**src/rtl/key_search_engine_pkg.sv**
```systemverilog
// Shared definitions for the key search engine: FSM encoding, read-map addresses
// and status-word bit positions.
package key_search_engine_pkg;

  typedef enum logic [2:0] {
    ST_LOAD      = 3'd0,
    ST_ISSUE     = 3'd1,
    ST_WAIT      = 3'd2,
    ST_NEXTKEY   = 3'd3,
    ST_FOUND     = 3'd4,
    ST_EXHAUSTED = 3'd5,
    ST_HALTED    = 3'd6
  } state_t;

  localparam logic [3:0] ADDR_KEYS_LO = 4'd0;
  localparam logic [3:0] ADDR_KEYS_HI = 4'd1;
  localparam logic [3:0] ADDR_BLK_LO  = 4'd2;
  localparam logic [3:0] ADDR_BLK_HI  = 4'd3;
  localparam logic [3:0] ADDR_STATUS  = 4'd4;
  localparam logic [3:0] ADDR_FKEY_HI = 4'd5;
  localparam logic [3:0] ADDR_FKEY_LO = 4'd6;

  localparam int ST_BIT_LOADED    = 0;
  localparam int ST_BIT_BUSY      = 1;
  localparam int ST_BIT_FOUND     = 2;
  localparam int ST_BIT_EXHAUSTED = 3;
  localparam int ST_BIT_HALTED    = 4;

endpackage

```
**src/rtl/key_search_engine_if.sv**
```systemverilog
// Request/response link between the key search engine and the decryption core.
// Request: a transfer happens on a posedge where core_valid && core_ready; while
// core_valid is high and core_ready low, core_key/core_ct hold stable. Response:
// core_pt_valid is a one-cycle strobe qualifying core_pt, with no back-pressure.
interface key_search_engine_if #(
  parameter int KEY_W = 32
) ();
  logic             core_valid;
  logic             core_ready;
  logic [KEY_W-1:0] core_key;
  logic [63:0]      core_ct;
  logic             core_pt_valid;
  logic [63:0]      core_pt;

  modport master (
    output core_valid, core_key, core_ct,
    input  core_ready, core_pt_valid, core_pt
  );

  modport slave (
    input  core_valid, core_key, core_ct,
    output core_ready, core_pt_valid, core_pt
  );
endinterface

```
**src/rtl/key_search_engine_printable_check.sv**
```systemverilog
// Flags a 64-bit plaintext block as acceptable when every byte lies in [PT_LO, PT_HI].
module printable_check #(
  parameter logic [7:0] PT_LO = 8'h20,
  parameter logic [7:0] PT_HI = 8'h7E
) (
  input  logic [63:0] data,
  output logic        ok
);

  always_comb begin
    ok = 1'b1;
    for (int i = 0; i < 8; i++) begin
      if ((data[i*8 +: 8] < PT_LO) || (data[i*8 +: 8] > PT_HI)) ok = 1'b0;
    end
  end

endmodule

```
**src/rtl/key_search_engine.sv**
```systemverilog
// Captures four ciphertext levels, then sweeps key candidates through an external
// decryption core until all four plaintexts are printable, the key space runs out, or stop.
module key_search_engine
  import key_search_engine_pkg::*;
#(
  parameter int         KEY_W = 32,
  parameter logic [7:0] PT_LO = 8'h20,
  parameter logic [7:0] PT_HI = 8'h7E
) (
  input  logic                  clk,
  input  logic                  rst,
  input  logic                  startLC,
  input  logic [63:0]           dataToLC,
  input  logic [2:0]            levels,
  input  logic                  stop,
  input  logic [3:0]            pckeyaddr,
  output logic [15:0]           pckeydata,
  key_search_engine_if.master   core,
  output logic                  found,
  output logic                  busy,
  output state_t                dbg_state
);

  state_t           state_q, state_d;
  logic [63:0]      ct_q [4];
  logic [63:0]      ct_d [4];
  logic [3:0]       load_mask_q, load_mask_d;
  logic [KEY_W-1:0] key_q, key_d;
  logic [1:0]       lvl_q, lvl_d;
  logic [31:0]      keys_tried_q, keys_tried_d;
  logic [31:0]      blocks_dec_q, blocks_dec_d;
  logic [KEY_W-1:0] found_key_q, found_key_d;
  logic             pt_ok;
  logic [15:0]      status;

  printable_check #(.PT_LO(PT_LO), .PT_HI(PT_HI)) u_printable (
    .data (core.core_pt),
    .ok   (pt_ok)
  );

  always_comb begin
    state_d      = state_q;
    ct_d         = ct_q;
    load_mask_d  = load_mask_q;
    key_d        = key_q;
    lvl_d        = lvl_q;
    keys_tried_d = keys_tried_q;
    blocks_dec_d = blocks_dec_q;
    found_key_d  = found_key_q;

    if (stop) begin
      // A halt discards the loaded ciphertext set; only a reset restarts the engine.
      state_d     = ST_HALTED;
      load_mask_d = 4'h0;
    end else begin
      case (state_q)
        ST_LOAD: begin
          if (startLC && !levels[2]) begin
            ct_d[levels[1:0]] = dataToLC;
            load_mask_d       = load_mask_q | (4'b0001 << levels[1:0]);
          end
          if (load_mask_d == 4'hF) begin
            state_d = ST_ISSUE;
            key_d   = '0;
            lvl_d   = 2'd0;
          end
        end
        ST_ISSUE: begin
          if (core.core_ready) state_d = ST_WAIT;
        end
        ST_WAIT: begin
          if (core.core_pt_valid) begin
            blocks_dec_d = (&blocks_dec_q) ? blocks_dec_q : blocks_dec_q + 32'd1;
            if (!pt_ok) begin
              state_d = ST_NEXTKEY;
            end else if (lvl_q == 2'd3) begin
              state_d      = ST_FOUND;
              found_key_d  = key_q;
              keys_tried_d = keys_tried_q + 32'd1;
            end else begin
              lvl_d   = lvl_q + 2'd1;
              state_d = ST_ISSUE;
            end
          end
        end
        ST_NEXTKEY: begin
          keys_tried_d = keys_tried_q + 32'd1;
          if (&key_q) begin
            state_d = ST_EXHAUSTED;
          end else begin
            key_d   = key_q + KEY_W'(1);
            lvl_d   = 2'd0;
            state_d = ST_ISSUE;
          end
        end
        default: state_d = state_q;
      endcase
    end
  end

  always_ff @(posedge clk) begin
    if (rst) begin
      state_q      <= ST_LOAD;
      for (int i = 0; i < 4; i++) ct_q[i] <= '0;
      load_mask_q  <= 4'h0;
      key_q        <= '0;
      lvl_q        <= 2'd0;
      keys_tried_q <= '0;
      blocks_dec_q <= '0;
      found_key_q  <= '0;
    end else begin
      state_q      <= state_d;
      ct_q         <= ct_d;
      load_mask_q  <= load_mask_d;
      key_q        <= key_d;
      lvl_q        <= lvl_d;
      keys_tried_q <= keys_tried_d;
      blocks_dec_q <= blocks_dec_d;
      found_key_q  <= found_key_d;
    end
  end

  assign core.core_valid = (state_q == ST_ISSUE);
  assign core.core_key   = key_q;
  assign core.core_ct    = ct_q[lvl_q];

  assign found     = (state_q == ST_FOUND);
  assign busy      = (state_q == ST_ISSUE) || (state_q == ST_WAIT) || (state_q == ST_NEXTKEY);
  assign dbg_state = state_q;

  always_comb begin
    status                   = '0;
    status[ST_BIT_LOADED]    = &load_mask_q;
    status[ST_BIT_BUSY]      = busy;
    status[ST_BIT_FOUND]     = found;
    status[ST_BIT_EXHAUSTED] = (state_q == ST_EXHAUSTED);
    status[ST_BIT_HALTED]    = (state_q == ST_HALTED);
  end

  always_comb begin
    pckeydata = '0;
    case (pckeyaddr)
      ADDR_KEYS_LO: pckeydata = keys_tried_q[15:0];
      ADDR_KEYS_HI: pckeydata = keys_tried_q[31:16];
      ADDR_BLK_LO:  pckeydata = blocks_dec_q[15:0];
      ADDR_BLK_HI:  pckeydata = blocks_dec_q[31:16];
      ADDR_STATUS:  pckeydata = status;
      ADDR_FKEY_HI: pckeydata = found_key_q[31:16];
      ADDR_FKEY_LO: pckeydata = found_key_q[15:0];
      default:      pckeydata = '0;
    endcase
  end

endmodule
```
**src/flat_wrapper.sv**
```systemverilog
// flat-port wrapper written by rule: the top's interface ports become plain ports
module key_search_engine_flat import key_search_engine_pkg::*;
#(
  parameter int         KEY_W = 32,
  parameter logic [7:0] PT_LO = 8'h20,
  parameter logic [7:0] PT_HI = 8'h7E
)
  (clk, rst, startLC, dataToLC, levels, stop, pckeyaddr, pckeydata, found, busy, dbg_state, core_core_valid, core_core_key, core_core_ct, core_core_ready, core_core_pt_valid, core_core_pt);
  key_search_engine_if #(.KEY_W(KEY_W)) core_i ();
  input  logic clk;
  input  logic rst;
  input  logic startLC;
  input  logic [63:0] dataToLC;
  input  logic [2:0] levels;
  input  logic stop;
  input  logic [3:0] pckeyaddr;
  output logic [15:0] pckeydata;
  output logic found;
  output logic busy;
  output state_t dbg_state;
  output wire logic [$bits(core_i.core_valid)-1:0] core_core_valid;
  output wire logic [$bits(core_i.core_key)-1:0] core_core_key;
  output wire logic [$bits(core_i.core_ct)-1:0] core_core_ct;
  input wire logic [$bits(core_i.core_ready)-1:0] core_core_ready;
  input wire logic [$bits(core_i.core_pt_valid)-1:0] core_core_pt_valid;
  input wire logic [$bits(core_i.core_pt)-1:0] core_core_pt;
  assign core_core_valid = core_i.core_valid;
  assign core_core_key = core_i.core_key;
  assign core_core_ct = core_i.core_ct;
  assign core_i.core_ready = core_core_ready;
  assign core_i.core_pt_valid = core_core_pt_valid;
  assign core_i.core_pt = core_core_pt;
  key_search_engine #(.KEY_W(KEY_W), .PT_LO(PT_LO), .PT_HI(PT_HI)) u_core (.clk(clk), .rst(rst), .startLC(startLC), .dataToLC(dataToLC), .levels(levels), .stop(stop), .pckeyaddr(pckeyaddr), .pckeydata(pckeydata), .core(core_i), .found(found), .busy(busy), .dbg_state(dbg_state));
endmodule
```
**config.mk**
```make
export PLATFORM = sky130hd
export DESIGN_NAME = key_search_engine_flat
export DESIGN_NICKNAME = d
export VERILOG_FILES = /design/src/rtl/key_search_engine_pkg.sv /design/src/rtl/key_search_engine_if.sv /design/src/rtl/key_search_engine_printable_check.sv /design/src/rtl/key_search_engine.sv /design/src/flat_wrapper.sv
export SDC_FILE = /design/constraint.sdc
export NUM_CORES = 1
export LEC_CHECK = 0
export CAP_MARGIN = 15
export CORE_MARGIN = 2
export CORE_UTILIZATION = 35
export CTS_BUF_LIST = sky130_fd_sc_hd__clkbuf_4
export DETAILED_ROUTE_END_ITERATION = 12
export DONT_BUFFER_PORTS = 1
export GPL_TIMING_DRIVEN = 0
export PLACE_DENSITY = 0.46
export SLEW_MARGIN = 10
export SYNTH_ARGS = -nofsm -noshare
export SYNTH_HDL_FRONTEND = slang
export SYNTH_SLANG_ARGS = --single-unit
```
**constraint.sdc**
```tcl
create_clock -name clk -period 2.7 [get_ports clk]
set_input_delay 0.135 -clock clk [delete_from_list [all_inputs] [get_ports clk]]
set_output_delay 0.135 -clock clk [all_outputs]
set_load 0.01 [all_outputs]
```
==> out/results.ini <==
[synth]
synth_top_family_by_area=simple AND/OR/NAND/NOR gates
synth.avg_cell_area_um2=8.26
synthesis.area_um2=17200
synth_top_area_share_pct=45.6
synth-seq-cells=393
synth_compound_area_share_pct=13.2
synth-xor-area-share_pct=3.56
postSynthCellCount=2087
ys.flop_type=dfxtp_1
ys_seq_area_share_pct=45.6
yosysTopAreaCell=dfxtp_1
yosysWarnings=0
syn_nets=2232
synth_cell_types=62
synth-edff-count=0
yosys.area_share.adder_pct=0.290
yosys.area_share.simple_pct=25.2
async_flop_share_pct=0
muxShareOfSynthArea_pct=8.66
synth_area_leaders=dfxtp_1 46%, nand2_1 14%, a21oi_1 9.0%

[place]
dpl.cell_count=2752
gp_congestion=0.845
io_buffers=0
dpl.hpwl_mm=44.1

[run]
cap_violations=0

[layout]
mostFrequentLayoutCells=621 x nand2_1, 384 x dfxtp_1, 309 x a21oi_1, 174 x clkbuf_4, 147 x dlygate4sd3_1
areaGrowthSynthToFinish_pct=23.6
fin_nets=2505
mostFrequentLayoutCell=nand2_1
final_util_pct=43.7
fin_cells=3114
final_layout_size_suffix_gt1_share_pct=13.7

[floorplan]
initial_core_util_pct=35.4
rows=81
coreArea_um2=48700
die_y_um=226
io_pins=259
die_w_um=226
dieArea_um2=51100

[worst_hold_path]
hp-start=startLC
hp-class=input port to register

[clocking]
cts-buffers-inserted=112
clk_path_buf_depth=3
path_clk_slew_ns=0.06
htree_num_levels=3
cts-root-buf=clkbuf_4
cts_tree=yes
numClockSinks=393
clock_latency_ns=0.88

[sta]
worst_pin_slew_ns=1.11
hold_slack_ns=0.137
finClkSkew_ns=0.0598
period_share_pct=93.7
setup_viol=0
max_slew_margin_pct=25.1
hold_viol=0
fin_crit_ns=2.53
drv_slew=0
max_freq_mhz=395

[detailed_routing]
drc=0
vias=16500
drt_iter0_markers=1215
dr.pass1.iters=7
wirelength_mm=63.7
ant_nets=0
via_per_inst=5.30
post_drt_wl_per_cell_um=20.5

[grt]
antenna_found_initial=8
grt_pass1_vias=16300
grt_usage_pct=25.0
globalRoute.totalOverflow=0
grt_pass1_wl_mm=96.6
grt_max_degree=17

[setup_path]
worst_ep_arrival_time_ns=3.24
crit_slowest_cell=or3b_1
critical_path_class=register to register
critPathBufInv=2
path_cells=or3b_1, nor3b_4, buf_4, nand3_1, o21ba_1, buf_2, and3_1, xnor2_1, nor2_1
r2r-start=u_core.dbg_state[1]$_SDFFE_PP0P_
crit_path_start=u_core.dbg_state[1]$_SDFFE_PP0P_
crit_fanout=8
critPathMaxStageDelay_ns=0.51
worstSetupEndpointType=register
crit_required_ns=3.41
cp_top_family=simple AND/OR/NAND/NOR gates
critPathLaunchType=register

[power_and_ir_drop]
p_per_area_nw_per_um2=568
peakVddDrop_mv=0.324
p_leak_nw=6.98

[run_status]
status=finished, final reports clean

## stage by stage
step / area (µm²) / worst slack (ns) / TNS [ns] / power [W]
3_5_place_dp: 18100 / -0.519 / -95.21 / 0.00641
6_report: 21300 / 0.171 / 0 / 0.0121
5_1_grt: 21300 / -0.00723 / -0.00745 / 0.0127
3_3_place_gp: 18100 / -0.852 / -112.21 / 0.00640
4_1_cts: 21200 / 0.00779 / 0 / 0.0123
2_1_floorplan: 17200 / 0.447 / 0 / 0.00624
## worst paths after layout
| path | slack, ns | cells past startpoint | endpoint |
|---|---|---|---|
| setup / recovery | 0.17 | 9 | u_core.blocks_dec_q[8]$_SDFFE_PP0P_ |
| hold reg to reg | 0.45 | 2 | u_core.ct_q[22]$_SDFFE_PP0P_ |
| hold / removal | 0.14 | 6 | u_core.lvl_q[1]$_SDFFE_PP0P_ |
| setup reg to reg | 0.17 | 9 | u_core.blocks_dec_q[8]$_SDFFE_PP0P_ |
## state kept, by name (all words and copies together), names as in the netlist
register / flops
u_core.blocks_dec_q: 32
u_core.keys_tried_q: 32
u_core.ct_q: 256
u_core.load_mask_q: 4
u_core.lvl_q: 2
u_core.dbg_state: 3
u_core.core.core_key: 32
u_core.found_key_q: 32
## metal layers
layer	global-route usage [%]	wire length, µm
met5	0	24
met2	41.7	30500
met3	7.22	5180
met4	9.04	1740
met1	30.5	26200
## tightest hold or removal path: stages
cell      delay (ns)
nor4bb_1        0.11
o21ai_1         0.15
a22oi_2         0.13
a21oi_1         0.16
nor3b_1         0.09
mux2i_1         0.12
## Yosys cell counts (all sizes together) (4+ instances only)
cell type  number
nand2         622
dfxtp         393
a21oi         309
clkbuf        118
nor2          112
nand3          68
mux4           64
a22oi          47
nand4          46
xnor2          35
xor2           35
nor3           29
nor4           27
buf            25
and3           23
inv            13
o21ai          13
and4           12
or3            11
or4             9
nand2b          6
nor3b           5
a31o            4
ha              4
mux2i           4
o21a            4
o31ai           4
## cell families after synthesis
group | Yosys count
fa+ha+maj | 4
xor+xnor | 70
simple gates | 988
mux | 69
buf+inv | 156
compound gates | 407
flops | 393
## where the power goes
part	internal (W)	switching [W]
Clock	0.00293	0.00266
Sequential	0.00583	0.0000271
Combinational	0.000250	0.000412
Total	0.00901	0.00310
## area by class of cell
cell class | instances | area, µm²
Timing Repair Buffer | 161 | 1610
Tap cell | 664 | 831
Multi-Input combinational cell | 1538 | 8880
Sequential cell | 393 | 7880
Inverter | 13 | 48.8
Buffer | 141 | 637
Clock inverter | 27 | 146
Fill cell | 4962 | 27400
Clock buffer | 169 | 1270
Antenna cell | 8 | 20.0
## timing repair
action,CTS,global route
endpoints found under the setup margin,389,110
cloned,0,0
hold buffers,147,0
hold endpoints to repair,316,0
resized for setup,72,23
setup buffers,8,5
pin swaps,5,2
Power figures use the tool's default switching activity.
